<file path="src/rtl/pipe_pkg.sv">
// Shared definitions for pipeline stage registers.
// Provides the stage occupancy state encoding and the occupancy width.
// Each state's encoding equals the number of entries it holds,
// so a state value can be used directly as an occupancy count.
package pipe_pkg;

  localparam int unsigned OccW = 2;

  typedef enum logic [OccW-1:0] {
    StEmpty = 2'd0,
    StOne   = 2'd1,
    StFull  = 2'd2
  } stage_state_e;

endpackage

</file>
<file path="src/rtl/sat_counter.sv">
// Saturating up-counter with a per-cycle increment of 0..2.
// Ports:
//   clk_i  - clock
//   rst_i  - asynchronous active-low reset, clears the count
//   inc_i  - amount to add this cycle (0..2)
//   cnt_o  - registered count, sticks at all-ones instead of wrapping
module sat_counter
  import pipe_pkg::*;
#(
  parameter int unsigned CNT_W = 8
) (
  input  logic             clk_i,
  input  logic             rst_i,
  input  logic [OccW-1:0]  inc_i,
  output logic [CNT_W-1:0] cnt_o
);

  logic [CNT_W-1:0] cnt_q, cnt_d;
  logic [CNT_W:0]   sum;

  always_comb begin
    sum = {1'b0, cnt_q} + (CNT_W+1)'(inc_i);
    // cnt_q <= max and inc_i <= 2, so a set carry bit means the sum passed max.
    if (sum[CNT_W]) begin
      cnt_d = '1;
    end else begin
      cnt_d = sum[CNT_W-1:0];
    end
  end

  always_ff @(posedge clk_i or negedge rst_i) begin
    if (!rst_i) begin
      cnt_q <= '0;
    end else begin
      cnt_q <= cnt_d;
    end
  end

  assign cnt_o = cnt_q;

endmodule

</file>
<file path="src/rtl/pipe_skid_stage.sv">
// Pipeline stage register with a valid/ready handshake and a two-entry skid buffer.
// in_ready_o is derived only from registered state and stall_i, so there is no
// combinational path from out_ready_i back to upstream.
// Ports:
//   clk_i, rst_i              - clock, asynchronous active-low reset
//   in_valid_i/in_ready_o     - upstream handshake, in_data_i payload
//   out_valid_o/out_ready_i   - downstream handshake, out_data_o registered payload
//   stall_i                   - freeze: no enqueue, no dequeue
//   flush_i                   - discard all entries (wins over stall and transfers)
//   occupancy_o               - number of held entries (0..2)
//   drop_cnt_o                - saturating count of valid entries discarded by flush
module pipe_skid_stage
  import pipe_pkg::*;
#(
  parameter int unsigned          DATA_W     = 64,
  parameter logic [DATA_W-1:0]    BUBBLE_VAL = '0,
  parameter int unsigned          CNT_W      = 8
) (
  input  logic              clk_i,
  input  logic              rst_i,
  input  logic              in_valid_i,
  output logic              in_ready_o,
  input  logic [DATA_W-1:0] in_data_i,
  output logic              out_valid_o,
  input  logic              out_ready_i,
  output logic [DATA_W-1:0] out_data_o,
  input  logic              stall_i,
  input  logic              flush_i,
  output logic [OccW-1:0]   occupancy_o,
  output logic [CNT_W-1:0]  drop_cnt_o
);

  stage_state_e      state_q, state_d;
  logic [DATA_W-1:0] main_q, main_d;
  logic [DATA_W-1:0] skid_q, skid_d;
  logic              in_fire, out_fire;
  logic [OccW-1:0]   drop_inc;

  assign in_ready_o  = (state_q != StFull) && !stall_i;
  assign out_valid_o = (state_q != StEmpty);
  assign in_fire     = in_valid_i && in_ready_o && !flush_i;
  assign out_fire    = out_valid_o && out_ready_i && !stall_i && !flush_i;

  // Stall needs no explicit branch: it suppresses both fires, so state holds.
  always_comb begin
    state_d  = state_q;
    main_d   = main_q;
    skid_d   = skid_q;
    drop_inc = '0;
    if (flush_i) begin
      state_d  = StEmpty;
      main_d   = BUBBLE_VAL;
      skid_d   = BUBBLE_VAL;
      drop_inc = state_q;
    end else begin
      unique case (state_q)
        StEmpty: begin
          if (in_fire) begin
            main_d  = in_data_i;
            state_d = StOne;
          end
        end
        StOne: begin
          if (in_fire && out_fire) begin
            main_d = in_data_i;
          end else if (in_fire) begin
            skid_d  = in_data_i;
            state_d = StFull;
          end else if (out_fire) begin
            main_d  = BUBBLE_VAL;
            state_d = StEmpty;
          end
        end
        StFull: begin
          if (out_fire) begin
            main_d  = skid_q;
            skid_d  = BUBBLE_VAL;
            state_d = StOne;
          end
        end
        default: begin
          state_d = StEmpty;
          main_d  = BUBBLE_VAL;
          skid_d  = BUBBLE_VAL;
        end
      endcase
    end
  end

  always_ff @(posedge clk_i or negedge rst_i) begin
    if (!rst_i) begin
      state_q <= StEmpty;
      main_q  <= BUBBLE_VAL;
      skid_q  <= BUBBLE_VAL;
    end else begin
      state_q <= state_d;
      main_q  <= main_d;
      skid_q  <= skid_d;
    end
  end

  assign out_data_o  = main_q;
  assign occupancy_o = state_q;

  sat_counter #(
    .CNT_W (CNT_W)
  ) u_drop_cnt (
    .clk_i (clk_i),
    .rst_i (rst_i),
    .inc_i (drop_inc),
    .cnt_o (drop_cnt_o)
  );

endmodule

</file>
<file path="config.mk">
export PLATFORM = sky130hd
export DESIGN_NAME = pipe_skid_stage
export DESIGN_NICKNAME = d
export VERILOG_FILES = /design/src/rtl/pipe_pkg.sv /design/src/rtl/sat_counter.sv /design/src/rtl/pipe_skid_stage.sv
export SDC_FILE = /design/constraint.sdc
export NUM_CORES = 1
export LEC_CHECK = 0
export CORE_MARGIN = 2
export CORE_UTILIZATION = 30
export CTS_CLUSTER_DIAMETER = 40
export DETAILED_ROUTE_END_ITERATION = 8
export PLACE_DENSITY = 0.6
export SLEW_MARGIN = 20
export SYNTH_ARGS = -nofsm -noshare
export SYNTH_HDL_FRONTEND = slang
export SYNTH_SLANG_ARGS = --single-unit
</file>
<file path="constraint.sdc">
create_clock -name clk_i -period 3.21 [get_ports clk_i]
set_input_delay 0.4815 -clock clk_i [delete_from_list [all_inputs] [get_ports clk_i]]
set_output_delay 0.4815 -clock clk_i [all_outputs]
set_load 0.03 [all_outputs]
</file>
# After elaboration in Yosys (flattened, before gate mapping)
# Index checks and enable logic that the tools add are counted.
# totals
out_inout_bits	76
word_cells	49
inputBits	70
regBits	138
# op_classes
n_addsub	1
n_mux	19
reduce_logical	14
eq_ne	11
# ops
cell	n
$mux W64	8
$pmux W64 S3	2
$mux W2	7
$ne A3 B3 Y1 const B	4
$ne A4 B4 Y1 const B	3
$reduce_and A4 Y1	3
$add A8 B2 Y9	1
$mux W8	1
$logic_and A1 B1 Y1	7
$pmux W2 S3	1
$ne A2 B2 Y1 const B	2
$eq A2 B1 Y1 const B	1
$eq A2 B2 Y1 const B	1
$logic_not A1 Y1	2
$logic_not A2 Y1	1
$reduce_bool A2 Y1	1

# Depth between registers and ports, before layout
# Gate-level depths: netlist of run 1.
# depth
word_depth	9
mapped_depth	10
ltp_nobuf	7

# By module
# From an unflattened synthesis of run 1, not the netlist that was laid out.
# unflattened
hier_cells	644
area_unflattened_um2	6764.0
# modules_own_cells
module	n_inst	cells_each	area_per_inst_um2	seq_area_each_um2
pipe_skid_stage	1	604	6329.8	3253.1
sat_counter	1	40	434.2	200.2

# Worst setup path before layout of run 1
# Ideal clock, no wire load.
# synth_timing
path_kind	reg-to-reg
from	register state_q[0], in the netlist occupancy_o[0]
to	register u_drop_cnt.cnt_q[0], in the netlist u_drop_cnt.cnt_o[0]
required_ps	3142
n_path_buf	3
synth_period_minus_slack_ps	2661
path_slack_ps	549
path_stages_with_launch	10
setup_time_ps	68
t_arrival_ps	2593
cell_sequence	dfrtp_1 buf_6 clkbuf_1 buf_1 and2_1 ha_1 inv_1 fa_1 or3_1 nand2b_1
# synth_between
elab_chain_cells	3
# synth_rtl
item	line	source
start: declaration	pipe_skid_stage.sv:33	stage_state_e state_q, state_d;
start signal: assignment	pipe_skid_stage.sv:92	state_q <= StEmpty;
start signal: assignment	pipe_skid_stage.sv:96	state_q <= state_d;
$mux W2	pipe_skid_stage.sv:50	if (flush_i) begin
$add A8 B2 Y9	sat_counter.sv:22	sum = {1'b0, cnt_q} + (CNT_W+1)'(inc_i);
$mux W8	sat_counter.sv:24	if (sum[CNT_W]) begin
via u_drop_cnt.cnt_d[0]	sat_counter.sv:18	logic [CNT_W-1:0] cnt_q, cnt_d;
end signal: assignment	sat_counter.sv:35	cnt_q <= cnt_d;
end: declaration	sat_counter.sv:18	
# The timed path passes the listed nets, and every way through them passes these cells.
# A chain may end at the register's enable or synchronous reset.

# Worst setup path after layout of run 1
# layout_timing
from	register state_q[1], in the netlist occupancy_o[1]
to	output out_valid_o
# layout_between
elab_chain_cells	1
# layout_rtl
item	line	source
$reduce_bool A2 Y1	pipe_skid_stage.sv:40	assign out_valid_o = (state_q != StEmpty);
end: declaration	pipe_skid_stage.sv:24	output logic out_valid_o,
# Every way passes these cells.

==> results of run 1 <==
## flip-flops by register name, summed over array words and instances (netlist names)
name,flops
out_data_o,64
skid_q,64
occupancy_o,2
u_drop_cnt.cnt_o,8
## logic make-up (layout without fill, tap and decap cells)
family,count (synthesis),in the layout,synth area share (%)
AOI/OAI and AO/OA,207,207,23.2
and+or+nand+nor,162,162,9.93
DFF,138,138,51.2
muxes,67,67,9.99
buffers and inverters,63,197,4.60
adders and majority gates,3,3,0.668
xor gates and xnor gates,3,3,0.390
## report_power, final
| part | switching [W] | internal, W | total [W] | leakage (nW) |
|---|---|---|---|---|
| Clock | 0.000739 | 0.00120 | 0.00194 | 0.280 |
| Combinational | 0.000494 | 0.000367 | 0.000861 | 1.42 |
| Sequential | 0.0000902 | 0.00185 | 0.00194 | 1.88 |
| Total | 0.00132 | 0.00342 | 0.00474 | 3.58 |
## critical path: stages, from the launching register on
cell and delay (ns):
dfrtp_4 0.67, or2_2 0.39, clkdlybuf4s50_1 0.60
## layout make-up
| class | instances | area [um^2] | share of cell area [%] |
|---|---|---|---|
| Clock buffer | 24 | 482 | 5.33 |
| Multi-Input combinational cell | 442 | 3000 | 33.2 |
| Clock inverter | 7 | 91.3 | 1.01 |
| Tap cell | 280 | 350 | 3.88 |
| Inverter | 5 | 18.8 | 0.208 |
| Sequential cell | 138 | 3460 | 38.3 |
| Timing Repair Buffer | 161 | 1640 | 18.1 |
## worst max-delay path by stage
stage	from	to	slack (ns)	cells past startpoint
after CTS	occupancy_o[1]	out_valid_o	0.61	2
after detailed placement	stall_i	out_data_o[34]	0.65	6
after global routing	occupancy_o[1]	out_valid_o	0.56	2
final	occupancy_o[1]	out_valid_o	0.64	2
after floorplan	occupancy_o[0]	u_drop_cnt.cnt_o[0]	0.55	9
after global placement	stall_i	out_data_o[31]	0.71	6
## metrics by stage
stage | power, W | hold WS [ns] | setup WS (ns) | utilization, % | instances
finish | 0.00474 | 0.0749 | 0.643 | 41.2 | 1057
detailed placement | 0.00285 | 0.470 | 0.651 | 38.5 | 1026
global route | 0.00497 | 0.123 | 0.564 | 41.2 | 1057
floorplan | 0.00243 | 0.186 | 0.549 | - | 643
CTS | 0.00481 | 0.0963 | 0.608 | 41.2 | 1057
global placement | 0.00284 | 0.461 | 0.713 | 38.5 | 1026
## cells in the final DEF (no fill, tap or decap), types with 4 or more instances in the layout
master and n:
buf_12 5, mux2i_1 65, clkbuf_1 4, buf_4 11, inv_1 4, dfrtp_1 136, o2bb2ai_1 64, nand2_1 138
a21oi_1 5, clkdlybuf4s50_1 144, nor2_1 5, o21ai_0 65, a22o_1 64, clkbuf_16 17
## metal layers
layer	wire (um)	share of wire, %	GRT usage [%]
met1	8720	49	21.0
met4	182	1.0	4.41
met2	8170	46	25.1
met3	806	4.5	3.86
met5	0	0	0
==> metrics.csv, run 1 <==
metric;value;unit
# diodes;0;
Sum Neg Setup Slack;0;ns
synth warn;0;
Mapped Avg Cell Area;10.5;um^2
part of the cycle the worst path needs;80.0;%
top cells by area, synth;dfrtp_1 (51%), mux2i_1 (9.7%), a22o_1 (8.3%);
Post-synth EDFFs;0;
top_reg_cell synth;dfrtp_1;
Pwr Density;525;nW/um^2
CP Max Fanout;29;
Layout area overhead;34.1;%
total global routing overflow;0;
Die ar.;23700;um^2
clock latency at the later pin of the worst-skew pair;0.41;ns
design area;9040;um^2
row count;54;
Num Clock Sinks;138;
Routed WL;17900;um
clock skew;0.00904;ns
GR Util All Layers;15.6;%
dpl cell area;8460;um^2
CTS-repair resized insts;0;
crit path capture type;output pin;
Synth Net Count;716;
Via-to-Cell Ratio;5.02;
RSZ-0062 raised after global routing;false;
DRC viols;0;
Worst VDD drop;0.302;mV
DR pass1 iterations;4;
startpoint types;flop;
highest clock rate;390;MHz
initial antenna violation count;0;
hold_buf cts;0;
antenna viol nets, final;0;
outcome;completed;
R2R cell count;6;
Core Area;22000;um^2
R2R Path End;out_data_o[9];
reg2reg start;occupancy_o[0];
Initial Utilization;30.7;%
Final Net Count;838;
die height;154;um
largest net degree at the start of global routing;69;
slew margin rel.;56.6;%
P_leak;3.58;nW
Reg clk slew, reported paths;0.06;ns
Max-Cap Viols;0;
Least-Margin Pin Slew;0.643;ns
Final Max Slew Viols;0;
fraction of registers with async set/reset;100;%
most instantiated cells after synthesis;dfrtp_1 (138), nand2_1 (138), mux2i_1 (65), o21ai_0 (65);
CTS Buf Count;17;
Buffers on Ports;145;
post-synthesis sequential area ratio;51.2;%
share of Yosys cell area claimed by the top area cell type;51.2;%
initial drt markers;218;
I/O Pins;146;
flop-to-flop setup slack;1.09;ns
Crit Path Category;reg -> out;
Fin. Hold Viols;0;
HPWL after DPL;10800;um
vias in the first global route;5327;
Final Critical Period;2.57;ns
DR WL/cell;16.9;um
Final Wtd Congestion;0.747;
final setup fails;0;
Synth Register Bits;138;
Clock Path Buffers;2;
number of fillers in the final layout;2100;
HP Class;in -> async;
proportion of layout cells with a drive suffix above 1;7.21;%
clock root cell;clkbuf_16;
Post-CTS Setup Bufs;0;
first-pass GRT wire length;29400;um
leading area contributor after synthesis;dfrtp_1;
vias post-DR;5311;
CTS tree;built;
Syn Std Cell Area;6740;um^2
Die W;154;um
Worst Path Required;2.73;ns
Cells after Synth;643;
post-synth cell types;37;
H-tree levels;4;
Worst EP arrival;2.09;ns
Note: power is estimated with default switching activity, not from simulation.
==> run 2, diff against run 1 <==
- PLACE_DENSITY: 0.6 -> 0.62
- clock period: 3.21 -> 2.2 ns (I/O delays scaled with it)
==> metrics.csv, run 2 (synthesis results as in run 1) <==
metric;value;unit;change
Psw;0.00202;W;+53%
Core Area;22000;um^2;unchanged
Layout Utilization;42.2;%;+1.1 points
clock skew;0.0208;ns;+0.0117 ns
clock share of power;42.9;%;+2.0 points
vias post-DR;5323;;+0.23%
crit-path leading delay family;buffers and inverters;;
die height;154;um;unchanged
highest clock rate;505;MHz;
clock root cell;clkbuf_16;;
Max-Cap Viols;0;;unchanged
worst slack, placed;-0.0529;ns;-0.704 ns
buffers plus inverters on the worst setup path;1;;unchanged
Initial Utilization;30.7;%;unchanged
Crit Path Category;reg -> out;;
crit path capture type;output pin;;
HPWL after DPL;11400;um;+6.0%
Final Wtd Congestion;0.744;;-0.44%
proportion of layout cells with a drive suffix above 1;9.40;%;+2.2 points
slew margin rel.;61.1;%;+4.5 points
CP peak stage delay;0.70;ns;+0.03 ns
P_leak;3.68;nW;+2.7%
row count;54;;unchanged
CTS Buf Count;17;;unchanged
Pwr Density;779;nW/um^2;+48%
final setup fails;0;;unchanged
Buffers on Ports;145;;unchanged
initial drt markers;322;;+48%
DR WL/cell;17.2;um;+2.0%
Num Clock Sinks;138;;unchanged
Reg clk slew, reported paths;0.06;ns;about the same
part of the cycle the worst path needs;90.1;%;
area occupied by multi-input gates;3010;um^2;+0.25%
antenna viol nets, final;0;;unchanged
Die ar.;23700;um^2;unchanged
Logic pwr share;18.0;%;about the same
slowest cell on the critical path;clkdlybuf4s50_1;;
Worst Path Required;1.87;ns;-0.86 ns
HP Class;in -> async;;
Least-Margin Pin Slew;0.583;ns;-0.0594 ns
initial antenna violation count;0;;unchanged
Clock Path Buffers;2;;unchanged
hold slack final;0.416;ns;+0.341 ns
I/O Pins;146;;unchanged
final critical-path setup slack;0.219;ns;-0.424 ns
Worst EP arrival;1.65;ns;-0.44 ns
DRC viols;0;;unchanged
Via-to-Cell Ratio;4.99;;-0.71%
sequential power share;39.2;%;-1.8 points
Sw Share;28.0;%;+0.097 points
design area;9270;um^2;+2.6%
largest net degree at the start of global routing;69;;unchanged
most frequent cells in the layout;clkdlybuf4s50_1 (141), nand2_1 (138), dfrtp_1 (136);;
total global routing overflow;0;;unchanged
H-tree levels;4;;unchanged
Final Critical Period;1.98;ns;
GR Util All Layers;16.0;%;+0.39 points
CP Max Fanout;14;;-52%
# diodes;0;;unchanged
commonest non-fill, non-tap cell in the layout;clkdlybuf4s50_1;;
first-pass GRT wire length;29800;um;+1.3%
DR pass1 iterations;4;;unchanged
Final Max Slew Viols;0;;unchanged
Int Power;0.00520;W;+52%
hold_buf cts;1;;+1
CTS tree;built;;
crit-path cells;clkdlybuf4s50_1;;
clock latency at the later pin of the worst-skew pair;0.43;ns;+0.02 ns
CTS-repair resized insts;0;;unchanged
Final Net Count;847;;+1.1%
Die W;154;um;unchanged
Routed WL;18400;um;+2.9%
outcome;completed;;
FF+latch area;3460;um^2;unchanged
RSZ-0062 raised after global routing;false;;
number of fillers in the final layout;2064;;-1.7%
vias in the first global route;5294;;-0.62%
startpoint types;flop;;
Fin. Hold Viols;0;;unchanged
Layout area overhead;37.5;%;
Worst VDD drop;0.437;mV;+44%
dpl cell area;8620;um^2;+1.9%
Post-CTS Setup Bufs;0;;unchanged
==> run 2: cell types whose count changed in the layout (fill, tap and decap cells not counted), sizes merged, moves of 2 or more <==
cell	delta
inv	+2
clkbuf	-6
buf	+11
bufinv	+2
clkinvlp	+3
clkdlybuf4s50	-3
==> run 2: power by group through the flow <==
stage / registers, W / logic (W) / clock network, W
global route: 0.00285 / 0.00141 / 0.00331
finish: 0.00283 / 0.00130 / 0.00310
CTS: 0.00283 / 0.00132 / 0.00318
global placement: 0.00287 / 0.00130 / 0
floorplan: 0.00307 / 0.000476 / 0
detailed placement: 0.00287 / 0.00132 / 0
==> run 2: layout make-up <==
cell class / count / area share (%)
Clock buffer: 18 / 4.74
Clock inverter: 14 / 2.11
Inverter: 5 / 0.202
Multi-Input combinational cell: 442 / 32.5
Sequential cell: 138 / 37.3
Tap cell: 280 / 3.78
Timing Repair Buffer: 170 / 19.4
==> run 2: routing by layer <==
metal / vias to the layer above / part of all wire [%] / track usage [%]
met1: 2565 / 46 / 21.1
met2: 150 / 48 / 26.4
met4: 0 / 1.1 / 4.67
li1: 2597 / - / -
met5: - / 0 / 0
met3: 11 / 4.8 / 3.78
==> run 2: through the flow <==
step,setup TNS (ns),total power (W),instances
floorplan,0,0.00355,643
global placement,-1.15,0.00417,1034
detailed placement,-1.68,0.00419,1034
CTS,0,0.00732,1067
global route,0,0.00757,1067
finish,0,0.00722,1067
==> run 2: path summary, 6_finish.rpt <==
check | start | slack, ns | cells after the start | end
worst max-delay path | occupancy_o[1] | 0.22 | 1 | occupancy_o[1]
worst min-delay path | rst_i | 0.42 | 2 | u_drop_cnt.cnt_o[0]
worst max register to register | occupancy_o[1] | 0.23 | 5 | out_data_o[46]
worst min register to register | skid_q[25] | 0.48 | 2 | skid_q[25]
max in group asynchronous | rst_i | 1.15 | 3 | out_data_o[0]
min in group clk_i | skid_q[25] | 0.48 | 2 | skid_q[25]
==> run 3, diff against run 2 <==
- CORE_MARGIN: 2 -> 5
- CTS_CLUSTER_SIZE: not set -> 28
- PLACE_DENSITY: 0.62 -> not set
==> metrics.csv, run 3 (synthesis results as in run 1) <==
metric;value;unit;change
Psw;0.00203;W;+0.44%
Core Area;22000;um^2;unchanged
most frequent cells in the layout;clkdlybuf4s50_1 (141), nand2_1 (138), dfrtp_1 (136);;
Logic pwr share;18.6;%;+0.6 points
Via-to-Cell Ratio;5.00;;+0.32%
Die W;160;um;+3.9%
total global routing overflow;0;;unchanged
Layout area overhead;37.9;%;
# diodes;0;;unchanged
Worst Path Required;1.87;ns;about the same
Worst VDD drop;0.497;mV;+14%
DR pass1 iterations;4;;unchanged
vias in the first global route;5615;;+6.1%
first-pass GRT wire length;31200;um;+4.7%
Fin. Hold Viols;0;;unchanged
Max-Cap Viols;0;;unchanged
RSZ-0062 raised after global routing;false;;
commonest non-fill, non-tap cell in the layout;clkdlybuf4s50_1;;
HP Class;in -> async;;
R2R Path End;out_data_o[13];;
Sw Share;28.6;%;+0.63 points
vias post-DR;5380;;+1.1%
Buffers on Ports;145;;unchanged
slew margin rel.;63.7;%;+2.6 points
HPWL after DPL;12200;um;+6.6%
CTS Buf Count;17;;unchanged
Final Critical Period;2.03;ns;+0.0490 ns
Final Net Count;855;;+0.94%
initial drt markers;292;;-9.3%
CTS tree;built;;
slowest cell on the critical path;clkdlybuf4s50_1;;
startpoint types;flop;;
H-tree levels;4;;unchanged
Crit Path Category;reg -> out;;
clock root cell;clkbuf_16;;
FF+latch area;3460;um^2;unchanged
clock latency at the later pin of the worst-skew pair;0.42;ns;about the same
clock skew;0.00477;ns;-0.0160 ns
Num Clock Sinks;138;;unchanged
dpl cell area;8680;um^2;+0.65%
Routed WL;19000;um;+3.5%
P_leak;3.71;nW;+0.89%
sequential power share;39.9;%;+0.7 points
Initial Utilization;30.7;%;unchanged
Final Max Slew Viols;0;;unchanged
Int Power;0.00506;W;-2.6%
DRC viols;0;;unchanged
CP Max Fanout;15;;+1
row count;54;;unchanged
part of the cycle the worst path needs;92.3;%;+2.2 points
proportion of layout cells with a drive suffix above 1;10.3;%;+0.91 points
I/O Pins;146;;unchanged
initial antenna violation count;1;;+1
buffers plus inverters on the worst setup path;1;;unchanged
design area;9300;um^2;+0.28%
Die ar.;25600;um^2;+8.0%
highest clock rate;493;MHz;-2.4%
flop-to-flop setup slack;0.20;ns;-0.03 ns
hold slack final;0.313;ns;-0.103 ns
Post-CTS Setup Bufs;0;;unchanged
largest net degree at the start of global routing;65;;-5.8%
Pwr Density;763;nW/um^2;-2.0%
Final Wtd Congestion;0.706;;-5.1%
Clock Path Buffers;2;;unchanged
R2R cell count;5;;unchanged
CP peak stage delay;0.72;ns;+0.02 ns
GR Util All Layers;15.1;%;-0.94 points
crit-path cells;clkdlybuf4s50_1;;
area occupied by multi-input gates;3020;um^2;+0.29%
number of fillers in the final layout;2092;;+1.4%
crit path capture type;output pin;;
Least-Margin Pin Slew;0.545;ns;-0.0385 ns
Layout Utilization;42.3;%;+0.12 points
die height;160;um;+3.9%
Reg clk slew, reported paths;0.06;ns;about the same
reg2reg start;occupancy_o[1];;
Worst EP arrival;1.70;ns;+0.05 ns
crit-path leading delay family;buffers and inverters;;
outcome;completed;;
DR WL/cell;17.7;um;+2.7%
clock share of power;41.5;%;-1.4 points
final setup fails;0;;unchanged
antenna viol nets, final;0;;unchanged
run 3: worst max path at each step:
| stage | startpoint | to | slack [ns] | cells after the start |
|---|---|---|---|---|
| floorplan | occupancy_o[0] | u_drop_cnt.cnt_o[4] | 0.03 | 9 |
| global placement | flush_i | out_data_o[57] | -0.006 | 7 |
| detailed placement | flush_i | out_data_o[1] | -0.04 | 7 |
| CTS | occupancy_o[1] | out_data_o[43] | 0.05 | 5 |
| global route | occupancy_o[1] | out_data_o[44] | 0.04 | 5 |
| finish | occupancy_o[1] | occupancy_o[1] | 0.17 | 1 |
run 3: timing repair:
| item | in CTS | in global routing |
|---|---|---|
| endpoints found under the hold margin | 13 | 0 |
| gates resized for setup | 0 | 1 |
| setup endpoints to repair | 0 | 45 |
| hold buffers | 1 | 0 |
run 3: routing by layer:
metal / GRT usage (%) / wire length, um / vias to the layer above
met2: 25.1 / 9060 / 129
met1: 19.7 / 8770 / 2622
met5: 0 / 11 / -
li1: - / - / 2618
met3: 4.07 / 1030 / 9
met4: 3.36 / 155 / 2
run 3: final cells by class:
class | count | area share (%)
sequential | 138 | 37.2
clock buffer | 17 | 4.58
tap | 280 | 3.77
clock inverter | 15 | 1.88
inverter | 5 | 0.202
multi-input combinational | 442 | 32.5
timing repair buffer | 178 | 19.9
run 3: metrics by stage:
step | std cells | power, W | TNS [ns] | setup slack, ns
6_report | 1075 | 0.00709 | 0 | 0.170
2_1_floorplan | 643 | 0.00355 | 0 | 0.0260
3_5_place_dp | 1042 | 0.00421 | -0.438 | -0.0372
4_1_cts | 1075 | 0.00720 | 0 | 0.0504
3_3_place_gp | 1042 | 0.00420 | -0.00631 | -0.00631
5_1_grt | 1075 | 0.00741 | 0 | 0.0365
run 3: power by group through the flow:
stage	registers, W	clock network, W	logic (W)
CTS	0.00283	0.00303	0.00134
finish	0.00283	0.00295	0.00132
detailed placement	0.00287	0	0.00134
global placement	0.00287	0	0.00132
global route	0.00285	0.00313	0.00143
floorplan	0.00307	0	0.000476
